==> config.mk <==
export PLATFORM = sky130hd
export DESIGN_NAME = instr_sequencer_flat
export DESIGN_NICKNAME = d
export VERILOG_FILES = /design/src/rtl/instr_sequencer_pkg.sv /design/src/rtl/instr_sequencer_if.sv /design/src/rtl/instr_sequencer_reg_file.sv /design/src/rtl/instr_sequencer.sv /design/src/flat_wrapper.sv
export SDC_FILE = /design/constraint.sdc
export NUM_CORES = 1
export LEC_CHECK = 0
export ABC_AREA = 1
export ABC_CLOCK_PERIOD_IN_PS = 2600
export CORE_ASPECT_RATIO = 0.6
export CORE_MARGIN = 2
export CORE_UTILIZATION = 58
export DETAILED_ROUTE_END_ITERATION = 10
export GPL_TIMING_DRIVEN = 0
export PLACE_DENSITY = 0.8
export SYNTH_ARGS = -nofsm -noshare
export SYNTH_HDL_FRONTEND = slang
export SYNTH_SLANG_ARGS = --single-unit
==> constraint.sdc <==
create_clock -name clk -period 2.6 [get_ports clk]
set_clock_uncertainty 0.2 [all_clocks]
set_input_delay 0.26 -clock clk [delete_from_list [all_inputs] [get_ports clk]]
set_output_delay 0.26 -clock clk [all_outputs]
set_load 0.1 [all_outputs]
==> src/rtl/instr_sequencer_pkg.sv <==
`default_nettype none
// ============================================================================
// Module : seq_pkg
// Brief  : Opcodes, ALU encodings, FSM states and instruction field positions
//          shared by the instruction sequencer.
// Rev    : 1.0 - initial release
// ============================================================================
package seq_pkg;

    localparam logic [3:0] c_opc_add  = 4'h0;
    localparam logic [3:0] c_opc_sub  = 4'h1;
    localparam logic [3:0] c_opc_and  = 4'h2;
    localparam logic [3:0] c_opc_or   = 4'h3;
    localparam logic [3:0] c_opc_not  = 4'h4;
    localparam logic [3:0] c_opc_ldi  = 4'h8;
    localparam logic [3:0] c_opc_jmp  = 4'h9;
    localparam logic [3:0] c_opc_bz   = 4'hA;
    localparam logic [3:0] c_opc_bn   = 4'hB;
    localparam logic [3:0] c_opc_cmp  = 4'hC;
    localparam logic [3:0] c_opc_halt = 4'hF;

    localparam logic [2:0] c_alu_add = 3'b000;
    localparam logic [2:0] c_alu_sub = 3'b001;
    localparam logic [2:0] c_alu_and = 3'b010;
    localparam logic [2:0] c_alu_or  = 3'b011;
    localparam logic [2:0] c_alu_not = 3'b100;

    localparam int c_flg_zero = 1;
    localparam int c_flg_neg  = 0;

    localparam int c_opc_lsb = 12;
    localparam int c_rd_lsb  = 9;
    localparam int c_rs1_lsb = 6;
    localparam int c_rs2_lsb = 3;

    typedef enum logic [2:0] {
        ST_FETCH  = 3'd0,
        ST_DECODE = 3'd1,
        ST_EXEC   = 3'd2,
        ST_WB     = 3'd3,
        ST_HALT   = 3'd4
    } state_t;

    function automatic logic uses_alu(input logic [3:0] opc);
        return (opc inside {c_opc_add, c_opc_sub, c_opc_and, c_opc_or, c_opc_not, c_opc_cmp});
    endfunction

    // CMP is a SUB whose result is discarded
    function automatic logic [2:0] alu_op_of(input logic [3:0] opc);
        logic [2:0] op;
        op = c_alu_add;
        case (opc)
            c_opc_sub, c_opc_cmp: op = c_alu_sub;
            c_opc_and:            op = c_alu_and;
            c_opc_or:             op = c_alu_or;
            c_opc_not:            op = c_alu_not;
            default:              op = c_alu_add;
        endcase
        return op;
    endfunction

endpackage
`default_nettype wire

==> src/rtl/instr_sequencer_if.sv <==
`default_nettype none
// ============================================================================
// Module : instr_sequencer_if
// Brief  : Instruction fetch handshake and ALU drive/return bundle.
// Rev    : 1.0 - initial release
// ============================================================================
interface instr_sequencer_if #(
    parameter int PC_W = 8
);
    logic            imem_req;
    logic [PC_W-1:0] imem_addr;
    logic            imem_ack;
    logic [15:0]     imem_data;
    logic            alu_en;
    logic [2:0]      alu_op;
    logic            alu_flgon;
    logic [15:0]     alu_d1;
    logic [15:0]     alu_d2;
    logic [15:0]     alureg;
    logic [1:0]      flg;
    logic            halted;

    modport master (
        output imem_req, imem_addr,
        input  imem_ack, imem_data,
        output alu_en, alu_op, alu_flgon, alu_d1, alu_d2,
        input  alureg, flg,
        output halted
    );

    modport slave (
        input  imem_req, imem_addr,
        output imem_ack, imem_data,
        input  alu_en, alu_op, alu_flgon, alu_d1, alu_d2,
        output alureg, flg,
        input  halted
    );
endinterface
`default_nettype wire

==> src/rtl/instr_sequencer_reg_file.sv <==
`default_nettype none
// ============================================================================
// Module : reg_file
// Brief  : 8x16 register file, two async read ports, one sync write port.
// Rev    : 1.0 - initial release
// ============================================================================
module reg_file #(
    parameter int NREG = 8
) (
    input  wire logic        clk,
    input  wire logic        rst,
    input  wire logic        i_we,
    input  wire logic [2:0]  i_waddr,
    input  wire logic [15:0] i_wdata,
    input  wire logic [2:0]  i_raddr1,
    input  wire logic [2:0]  i_raddr2,
    output logic      [15:0] o_rdata1,
    output logic      [15:0] o_rdata2
);
    logic [15:0] r_mem [NREG];

    always_ff @(posedge clk) begin
        if (rst) begin
            for (int i = 0; i < NREG; i++) r_mem[i] <= '0;
        end else if (i_we) begin
            r_mem[i_waddr] <= i_wdata;
        end
    end

    assign o_rdata1 = r_mem[i_raddr1];
    assign o_rdata2 = r_mem[i_raddr2];
endmodule
`default_nettype wire

==> src/rtl/instr_sequencer.sv <==
`default_nettype none
// ============================================================================
// Module : instr_sequencer
// Brief  : Fetch/decode/execute/writeback controller driving a combinational ALU.
// Rev    : 1.0 - initial release
// ============================================================================
module instr_sequencer
    import seq_pkg::*;
#(
    parameter int PC_W = 8,
    parameter int NREG = 8
) (
    input wire logic           clk,
    input wire logic           rst,
    instr_sequencer_if.master  bus
);
    localparam logic [PC_W-1:0] c_pc_one = PC_W'(1);

    state_t          r_state, w_next;
    logic [PC_W-1:0] r_pc, w_pc_next;
    logic [15:0]     r_ir, r_res;
    logic [1:0]      r_flgreg, r_flg_cap;
    logic            r_imem_req, r_alu_en, r_halted;
    logic [2:0]      r_alu_op;
    logic [15:0]     r_alu_d1, r_alu_d2;
    logic [15:0]     w_rdata1, w_rdata2, w_wdata;
    logic            w_we, w_fetch_done;
    logic [3:0]      w_opc;
    logic [2:0]      w_rd, w_rs1, w_rs2;
    logic [PC_W-1:0] w_target;

    assign w_opc    = r_ir[c_opc_lsb +: 4];
    assign w_rd     = r_ir[c_rd_lsb  +: 3];
    assign w_rs1    = r_ir[c_rs1_lsb +: 3];
    assign w_rs2    = r_ir[c_rs2_lsb +: 3];
    assign w_target = r_ir[PC_W-1:0];
    // ack only counts once the registered request is actually visible
    assign w_fetch_done = (r_state == ST_FETCH) && r_imem_req && bus.imem_ack;

    reg_file #(.NREG(NREG)) u_rf (
        .clk      (clk),
        .rst      (rst),
        .i_we     (w_we),
        .i_waddr  (w_rd),
        .i_wdata  (w_wdata),
        .i_raddr1 (w_rs1),
        .i_raddr2 (w_rs2),
        .o_rdata1 (w_rdata1),
        .o_rdata2 (w_rdata2)
    );

    always_comb begin
        w_next    = r_state;
        w_we      = 1'b0;
        w_wdata   = r_res;
        w_pc_next = r_pc;
        case (r_state)
            ST_FETCH:  if (w_fetch_done) w_next = ST_DECODE;
            ST_DECODE: w_next = ST_EXEC;
            ST_EXEC:   w_next = ST_WB;
            ST_WB: begin
                w_next    = (w_opc == c_opc_halt) ? ST_HALT : ST_FETCH;
                w_pc_next = r_pc + c_pc_one;
                case (w_opc)
                    c_opc_add, c_opc_sub, c_opc_and, c_opc_or, c_opc_not: w_we = 1'b1;
                    c_opc_ldi: begin
                        w_we    = 1'b1;
                        w_wdata = {{7{r_ir[8]}}, r_ir[8:0]};
                    end
                    c_opc_jmp:  w_pc_next = w_target;
                    c_opc_bz:   if (r_flgreg[c_flg_zero]) w_pc_next = w_target;
                    c_opc_bn:   if (r_flgreg[c_flg_neg])  w_pc_next = w_target;
                    c_opc_halt: w_pc_next = r_pc;
                    default:    ;
                endcase
            end
            ST_HALT:   w_next = ST_HALT;
            default:   w_next = ST_FETCH;
        endcase
    end

    always_ff @(posedge clk) begin
        if (rst) begin
            r_state    <= ST_FETCH;
            r_pc       <= '0;
            r_ir       <= '0;
            r_res      <= '0;
            r_flgreg   <= '0;
            r_flg_cap  <= '0;
            r_imem_req <= 1'b0;
            r_alu_en   <= 1'b0;
            r_alu_op   <= c_alu_add;
            r_alu_d1   <= '0;
            r_alu_d2   <= '0;
            r_halted   <= 1'b0;
        end else begin
            r_state    <= w_next;
            r_pc       <= w_pc_next;
            r_imem_req <= (w_next == ST_FETCH);
            if (w_fetch_done) r_ir <= bus.imem_data;
            // ALU drive is live only for the EXEC cycle and zero otherwise
            if (r_state == ST_DECODE && uses_alu(w_opc)) begin
                r_alu_en <= 1'b1;
                r_alu_op <= alu_op_of(w_opc);
                r_alu_d1 <= w_rdata1;
                r_alu_d2 <= w_rdata2;
            end else begin
                r_alu_en <= 1'b0;
                r_alu_op <= c_alu_add;
                r_alu_d1 <= '0;
                r_alu_d2 <= '0;
            end
            if (r_state == ST_EXEC) begin
                r_res     <= bus.alureg;
                r_flg_cap <= bus.flg;
            end
            if (r_state == ST_WB && uses_alu(w_opc)) r_flgreg <= r_flg_cap;
            if (w_next == ST_HALT) r_halted <= 1'b1;
        end
    end

    assign bus.imem_req  = r_imem_req;
    assign bus.imem_addr = r_pc;
    assign bus.alu_en    = r_alu_en;
    assign bus.alu_flgon = r_alu_en;
    assign bus.alu_op    = r_alu_op;
    assign bus.alu_d1    = r_alu_d1;
    assign bus.alu_d2    = r_alu_d2;
    assign bus.halted    = r_halted;
endmodule
`default_nettype wire
==> src/flat_wrapper.sv <==
// flat-port wrapper written by rule: the top's interface ports become plain ports
module instr_sequencer_flat import seq_pkg::*;
#(
    parameter int PC_W = 8,
    parameter int NREG = 8
)
  (clk, rst, bus_imem_req, bus_imem_addr, bus_imem_ack, bus_imem_data, bus_alu_en, bus_alu_op, bus_alu_flgon, bus_alu_d1, bus_alu_d2, bus_alureg, bus_flg, bus_halted);
  instr_sequencer_if #(.PC_W(PC_W)) bus_i ();
  input wire logic clk;
  input wire logic rst;
  output wire logic [$bits(bus_i.imem_req)-1:0] bus_imem_req;
  output wire logic [$bits(bus_i.imem_addr)-1:0] bus_imem_addr;
  input wire logic [$bits(bus_i.imem_ack)-1:0] bus_imem_ack;
  input wire logic [$bits(bus_i.imem_data)-1:0] bus_imem_data;
  output wire logic [$bits(bus_i.alu_en)-1:0] bus_alu_en;
  output wire logic [$bits(bus_i.alu_op)-1:0] bus_alu_op;
  output wire logic [$bits(bus_i.alu_flgon)-1:0] bus_alu_flgon;
  output wire logic [$bits(bus_i.alu_d1)-1:0] bus_alu_d1;
  output wire logic [$bits(bus_i.alu_d2)-1:0] bus_alu_d2;
  input wire logic [$bits(bus_i.alureg)-1:0] bus_alureg;
  input wire logic [$bits(bus_i.flg)-1:0] bus_flg;
  output wire logic [$bits(bus_i.halted)-1:0] bus_halted;
  assign bus_imem_req = bus_i.imem_req;
  assign bus_imem_addr = bus_i.imem_addr;
  assign bus_i.imem_ack = bus_imem_ack;
  assign bus_i.imem_data = bus_imem_data;
  assign bus_alu_en = bus_i.alu_en;
  assign bus_alu_op = bus_i.alu_op;
  assign bus_alu_flgon = bus_i.alu_flgon;
  assign bus_alu_d1 = bus_i.alu_d1;
  assign bus_alu_d2 = bus_i.alu_d2;
  assign bus_i.alureg = bus_alureg;
  assign bus_i.flg = bus_flg;
  assign bus_halted = bus_i.halted;
  instr_sequencer #(.PC_W(PC_W), .NREG(NREG)) u_core (.clk(clk), .rst(rst), .bus(bus_i));
endmodule
**Word level (Yosys, flattened, before mapping)**

Memory sizes are Yosys's and may differ from the RTL's. A register that Yosys moved wholly into a read port is not among the register bits.
Index checks and enable logic that the tools add are counted.

- Latch bits: 0
- Register bits: 53
- Logic and storage cells: 62
- RAM bits: 128
- Memories: 1
- Memory bits (read-only): 0

Memory list:

| memory | words | width | read ports | clocked after memory_dff | wr ports | RTL line | source |
|---|---|---|---|---|---|---|---|
| u_core.u_rf.r_mem | 8 | 16 | 2 | 2 | 8 | instr_sequencer_reg_file.sv:20 | `logic [15:0] r_mem [NREG];` |

- Shift-type cells: 0
- Muxes and demuxes: 20
- Bitwise operators: 2
- Order comparisons: 0
- Divide/modulo/power cells: 0
- Multipliers: 0
- $add $sub $neg: 1
- Eq/ne operators: 15
- Reductions and logical operators: 13

Operators by type and width:

| operator | count |
|---|---|
| two-way mux 16 bit | 3 |
| case mux 8 bit (4 select lines) | 1 |
| equality test 4 bit (second input constant) | 6 |
| two-way mux 8 bit | 2 |
| OR reduction 16 bit | 1 |
| case mux 3 bit (5 select lines) | 1 |
| case mux 3 bit (4 select lines) | 1 |
| two-way mux 1 bit | 9 |
| two-way mux 3 bit | 3 |
| adder 8 x 1 -> 8 bit (second input constant) | 1 |
| equality test 4 x 2 -> 1 bit (second input constant) | 2 |
| equality test 3 x 2 -> 1 bit (second input constant) | 2 |
| equality test 3 bit (second input constant) | 2 |
| logical NOT 3 bit | 2 |
| nonzero test 6 bit | 1 |
| OR reduction 6 bit | 1 |
| equality test 4 x 1 -> 1 bit (second input constant) | 1 |
| equality test 4 x 3 -> 1 bit (second input constant) | 1 |
| logical AND 1 bit | 4 |
| logical NOT 4 bit | 1 |
| OR reduction 2 bit | 2 |
| equality test 3 x 1 -> 1 bit (second input constant) | 1 |
| NOT 1 bit | 2 |
| AND reduction 2 bit | 1 |

**Depth between registers and ports, before layout**

- Word-level depth: 9
- Mapped depth: 9
- Depth with buffers taken out: 9

**By module**

A second synthesis with hierarchy kept.

- Cells, all modules: 1457
- Area, all modules: 10771.6 µm²

Modules (own cells, without submodules):

| module | times used | cells each | seq. area each (µm²) | area an instance (µm²) |
|---|---|---|---|---|
| reg_file | 1 | 1032 | 3843.7 | 7532.2 |
| instr_sequencer | 1 | 425 | 1701.6 | 3239.4 |

**Worst setup path after synthesis**

No wires, ideal clock.

- Kind: register to register
- From: register u_core.r_pc[1], in the netlist u_core.bus.imem_addr[1]
- To: register u_core.r_pc[6], in the netlist u_core.bus.imem_addr[6]
- Stages on the path, launching flop included: 9
- Data required time: 2291 ps
- Setup time: 109 ps
- Buffers on the path: 0
- Slack: 401 ps
- Period minus slack after synthesis: 2199 ps
- Data arrival time: 1890 ps
- Path through: dfxtp_1 > ha_1 > nand3_1 > inv_1 > nand4_1 > nand3_1 > nand3_1 > nand2_1 > inv_1

- Cells in the longest elaborated chain, start to end: 3
- Elaborated cells between the ends (all ways): 4
- Those cells by class: 1 x add/sub; 3 x mux

Ends and longest elaborated chain:

| item | RTL line | source |
|---|---|---|
| start, declared | instr_sequencer.sv:20 | `logic [PC_W-1:0] r_pc, w_pc_next;` |
| start signal, assigned | instr_sequencer.sv:98 | `r_pc <= w_pc_next;` |
| adder 8 x 1 -> 8 bit (*) | instr_sequencer.sv:63 | `w_pc_next = r_pc + c_pc_one;` |
| two-way mux 8 bit, on equally long branches | instr_sequencer.sv:72, instr_sequencer.sv:71 |  |
| case mux 8 bit (4 select lines) (*) | instr_sequencer.sv:64 | `case (w_opc)` |

Every way passes the cells marked *; elsewhere a longest branch is shown, timed or not.
A chain may end at the register's enable or synchronous reset.

**Worst setup path in the final report**

- From: register u_core.r_pc[4], in the netlist u_core.bus.imem_addr[4]
- To: output port bus_imem_addr[4]

RTL lines:

| item | RTL line | source |
|---|---|---|
| end, declared | flat_wrapper.sv:12 | `output wire logic [$bits(bus_i.imem_addr)-1:0] bus_imem_addr;` |

No word-level cell between the ends.

==> impl_metrics.json <==
{
  "dpl.hpwl_um": 22060,
  "num_antenna_cells": 0,
  "worst_setup_path_start_kind": "flip-flop",
  "pre_cts_ws_ns": -0.6914,
  "fmax_ghz": 0.3928,
  "postSynthAreaPerCell_um2": 8.509,
  "post_cts_buffers": 0,
  "dieArea_um2": 18220,
  "hold_violations": 0,
  "status": "finished, final reports clean",
  "hold_path.class": "primary input to flip-flop",
  "critPathKind": "flip-flop to output port",
  "postCtsHoldBufs": 0,
  "drv_slew": 0,
  "synth_top_family_by_area": "simple AND/OR/NAND/NOR gates",
  "period_needed_ns": 2.546,
  "cts.clk_slew.worst_paths_ns": 0.07,
  "final_cell_mix": "nor2_1 (237), o21ai_0 (174), edfxtp_1 (128)",
  "cts.sinks": 213,
  "ys_types": 30,
  "grt_pass1_vias": 8539,
  "synth-edff-count": 128,
  "design_area_um2": 11730,
  "setup-violations-final": 0,
  "period_share_pct": 97.92,
  "slowest_delay_ns": 1.17,
  "synth_compound_area_share_pct": 17.73,
  "io_pins": 84,
  "clk_latency_ns": 0.50,
  "setup_ws_ns": 0.05406,
  "gp_congestion": 0.9674,
  "synthCells": 1167,
  "rrSetupSlack_ns": 0.12,
  "fill_cells": 1268,
  "cp_max_fo": 6,
  "num_vias": 9284,
  "grt_usage_pct": 33.52,
  "area_delta_synth_final_pct": 18.15,
  "ys.flop_type": "edfxtp_1",
  "fp-row-count": 36,
  "ant_nets": 0,
  "cp.arrival_ns": 2.09,
  "synth_seq_area_share_pct": 55.85,
  "endpoint": "bus_imem_addr[4]",
  "ff2ff_path_depth": 8,
  "placed_area_um2": 11050,
  "cts_tree": "built",
  "worstMarginPinSlew_ns": 0.9923,
  "die_x_um": 172.9,
  "grt_max_degree": 17,
  "cp_top_family": "buffers and inverters",
  "ys_ff_latch": 213,
  "crit_path_cell_trace": "clkdlybuf4s50_1",
  "required_ns": 2.14,
  "portBuffers": 83,
  "final_common_cell": "nor2_1",
  "drc": 0,
  "synth_mux_area_share_pct": 0,
  "yosysWarnings": 0,
  "start_util_pct": 60.23,
  "rsz0062_at_grt": "no",
  "synthAdderAreaFrac_pct": 0.1260,
  "p_leak_uw": 0.004187,
  "via_per_inst": 6.128,
  "synth_simple_gate_area_share_pct": 18.21,
  "clk_path_buf_depth": 3,
  "vdd_drop_max_mv": 0.4839,
  "r2r-start": "u_core.r_ir[12]$_SDFFE_PP0P_",
  "coreArea_um2": 16490,
  "synth_nets": 1205,
  "drt_iter0_drc": 1478,
  "syn_area_um2": 9930,
  "antenna_found_initial": 0,
  "overflow": 0,
  "cp-startpoint": "u_core.bus.imem_addr[4]$_SDFFE_PP0P_",
  "critPathCaptureType": "output port",
  "critPathSlowestCell": "clkdlybuf4s50_1",
  "fin_nets": 1311,
  "async_flop_share_pct": 0,
  "power_per_cell_area_nw_per_um2": 700.0,
  "finalPower_uw": 8212,
  "drive_gt1_share_pct": 8.081,
  "reg2reg_to": "u_core.u_rf.r_mem[3][4]$_SDFFCE_PN0P_",
  "relSlewSlack_pct": 33.64,
  "synthXorXnorAreaFrac_pct": 0.08821,
  "cp_num_buf_inv": 1,
  "wl_per_cell_um": 20.29,
  "die_height_um": 105.4,
  "grt_pass1_wl_um": 47060,
  "cap_violations": 0,
  "numCtsBuffers": 21,
  "path_depth": 1,
  "dr.pass1.iters": 6,
  "cts-htree-levels": 1,
  "cts_root_buf": "clkbuf_16",
  "totalWireLength_um": 30740
}
==> routing by layer <==
metal | share of wire [%] | track usage [%] | vias up | wire length [µm]
met5 | 0 | 0 | - | 0
met4 | 2.5 | 9.927 | 0 | 776
met3 | 15 | 8.947 | 81 | 4716
met2 | 41 | 47.69 | 761 | 12530
met1 | 41 | 50.07 | 4318 | 12720
li1 | - | - | 4124 | -
==> cells by family (layout without fill, tap and decap cells) <==
logic type,after synthesis,in the layout
simple gates,441,441
compound gates,327,327
flops,213,213
buf+inv,184,304
fa+ha+maj,1,1
xor+xnor,1,1
==> cell type report <==
| class | instances | area, µm² | area share, % |
|---|---|---|---|
| repair buffers | 83 | 834.6 | 7.114 |
| flip-flops and latches | 213 | 5545 | 47.27 |
| plain buffers | 76 | 390.4 | 3.328 |
| well taps | 228 | 285.3 | 2.432 |
| clock buffers | 32 | 618.1 | 5.269 |
| clock inverters | 5 | 32.53 | 0.2773 |
| multi-input cells | 770 | 3620 | 30.86 |
| inverters | 108 | 405.4 | 3.456 |
==> Yosys cell counts (3+ instances only) <==
| cell type | n | share of area, % |
|---|---|---|
| dfxtp_1 | 85 | 17 |
| nand4_1 | 4 | 0.25 |
| buf_6 | 11 | 1.2 |
| nand2_1 | 128 | 4.8 |
| o21ai_1 | 4 | 0.20 |
| nand2_2 | 10 | 0.63 |
| buf_1 | 3 | 0.11 |
| o211ai_1 | 32 | 2.4 |
| o21ai_0 | 174 | 8.8 |
| nor2_1 | 237 | 9.0 |
| nor3_1 | 4 | 0.20 |
| inv_2 | 14 | 0.53 |
| a21oi_1 | 104 | 5.2 |
| nand3_1 | 50 | 2.5 |
| edfxtp_1 | 128 | 39 |
| nor2_4 | 3 | 0.34 |
| o21ai_2 | 9 | 0.79 |
| nor2_2 | 3 | 0.19 |
| buf_2 | 11 | 0.55 |
| inv_1 | 92 | 3.5 |
| clkbuf_1 | 49 | 1.9 |
==> power by group <==
group          internal [µW]  switching (µW)
clock network           1650            1310
registers               3720            76.3
logic                    379            1080
total                   5750            2460
==> registers in the layout (all words and copies together) (netlist names), 3 cells and up <==
| signal | cells |
|---|---|
| u_core.bus.alu_d1 | 16 |
| u_core.bus.alu_d2 | 16 |
| u_core.bus.alu_op | 3 |
| u_core.bus.imem_addr | 8 |
| u_core.r_ir | 16 |
| u_core.r_res | 16 |
| u_core.r_state | 3 |
| u_core.u_rf.r_mem | 128 |
==> worst min-delay path by stage <==
stage / cells after the start / start / endpoint / slack (ns)
floorplan: 3 / rst / u_core.bus.imem_addr[4]$_SDFFE_PP0P_ / 0.20
global route: 3 / bus_imem_data[14] / u_core.r_ir[14]$_SDFFE_PP0P_ / 0.21
detailed placement: 2 / u_core.r_res[11]$_SDFFE_PP0N_ / u_core.r_res[11]$_SDFFE_PP0N_ / 0.24
finish: 3 / bus_imem_data[14] / u_core.r_ir[14]$_SDFFE_PP0P_ / 0.19
global placement: 2 / u_core.r_flg_cap[1]$_SDFFE_PP0N_ / u_core.r_flg_cap[1]$_SDFFE_PP0N_ / 0.24
CTS: 3 / bus_imem_data[14] / u_core.r_ir[14]$_SDFFE_PP0P_ / 0.19
==> per-stage QoR <==
stage | hold WS (ns) | TNS (ns) | util, % | cells
global route | 0.2064 | 0 | 71.16 | 1515
floorplan | 0.2049 | 0 | - | 1167
global placement | 0.2359 | -73.48 | 67.00 | 1478
detailed placement | 0.2438 | -80.31 | 67.00 | 1478
finish | 0.1936 | 0 | 71.16 | 1515
CTS | 0.1933 | -16.56 | 70.95 | 1515
==> timing repair <==
item	CTS	global route
endpoints found under the setup margin	129	130
pin swaps	0	0
gates resized for setup	2	13
Note: power is estimated with default switching activity, not from simulation.
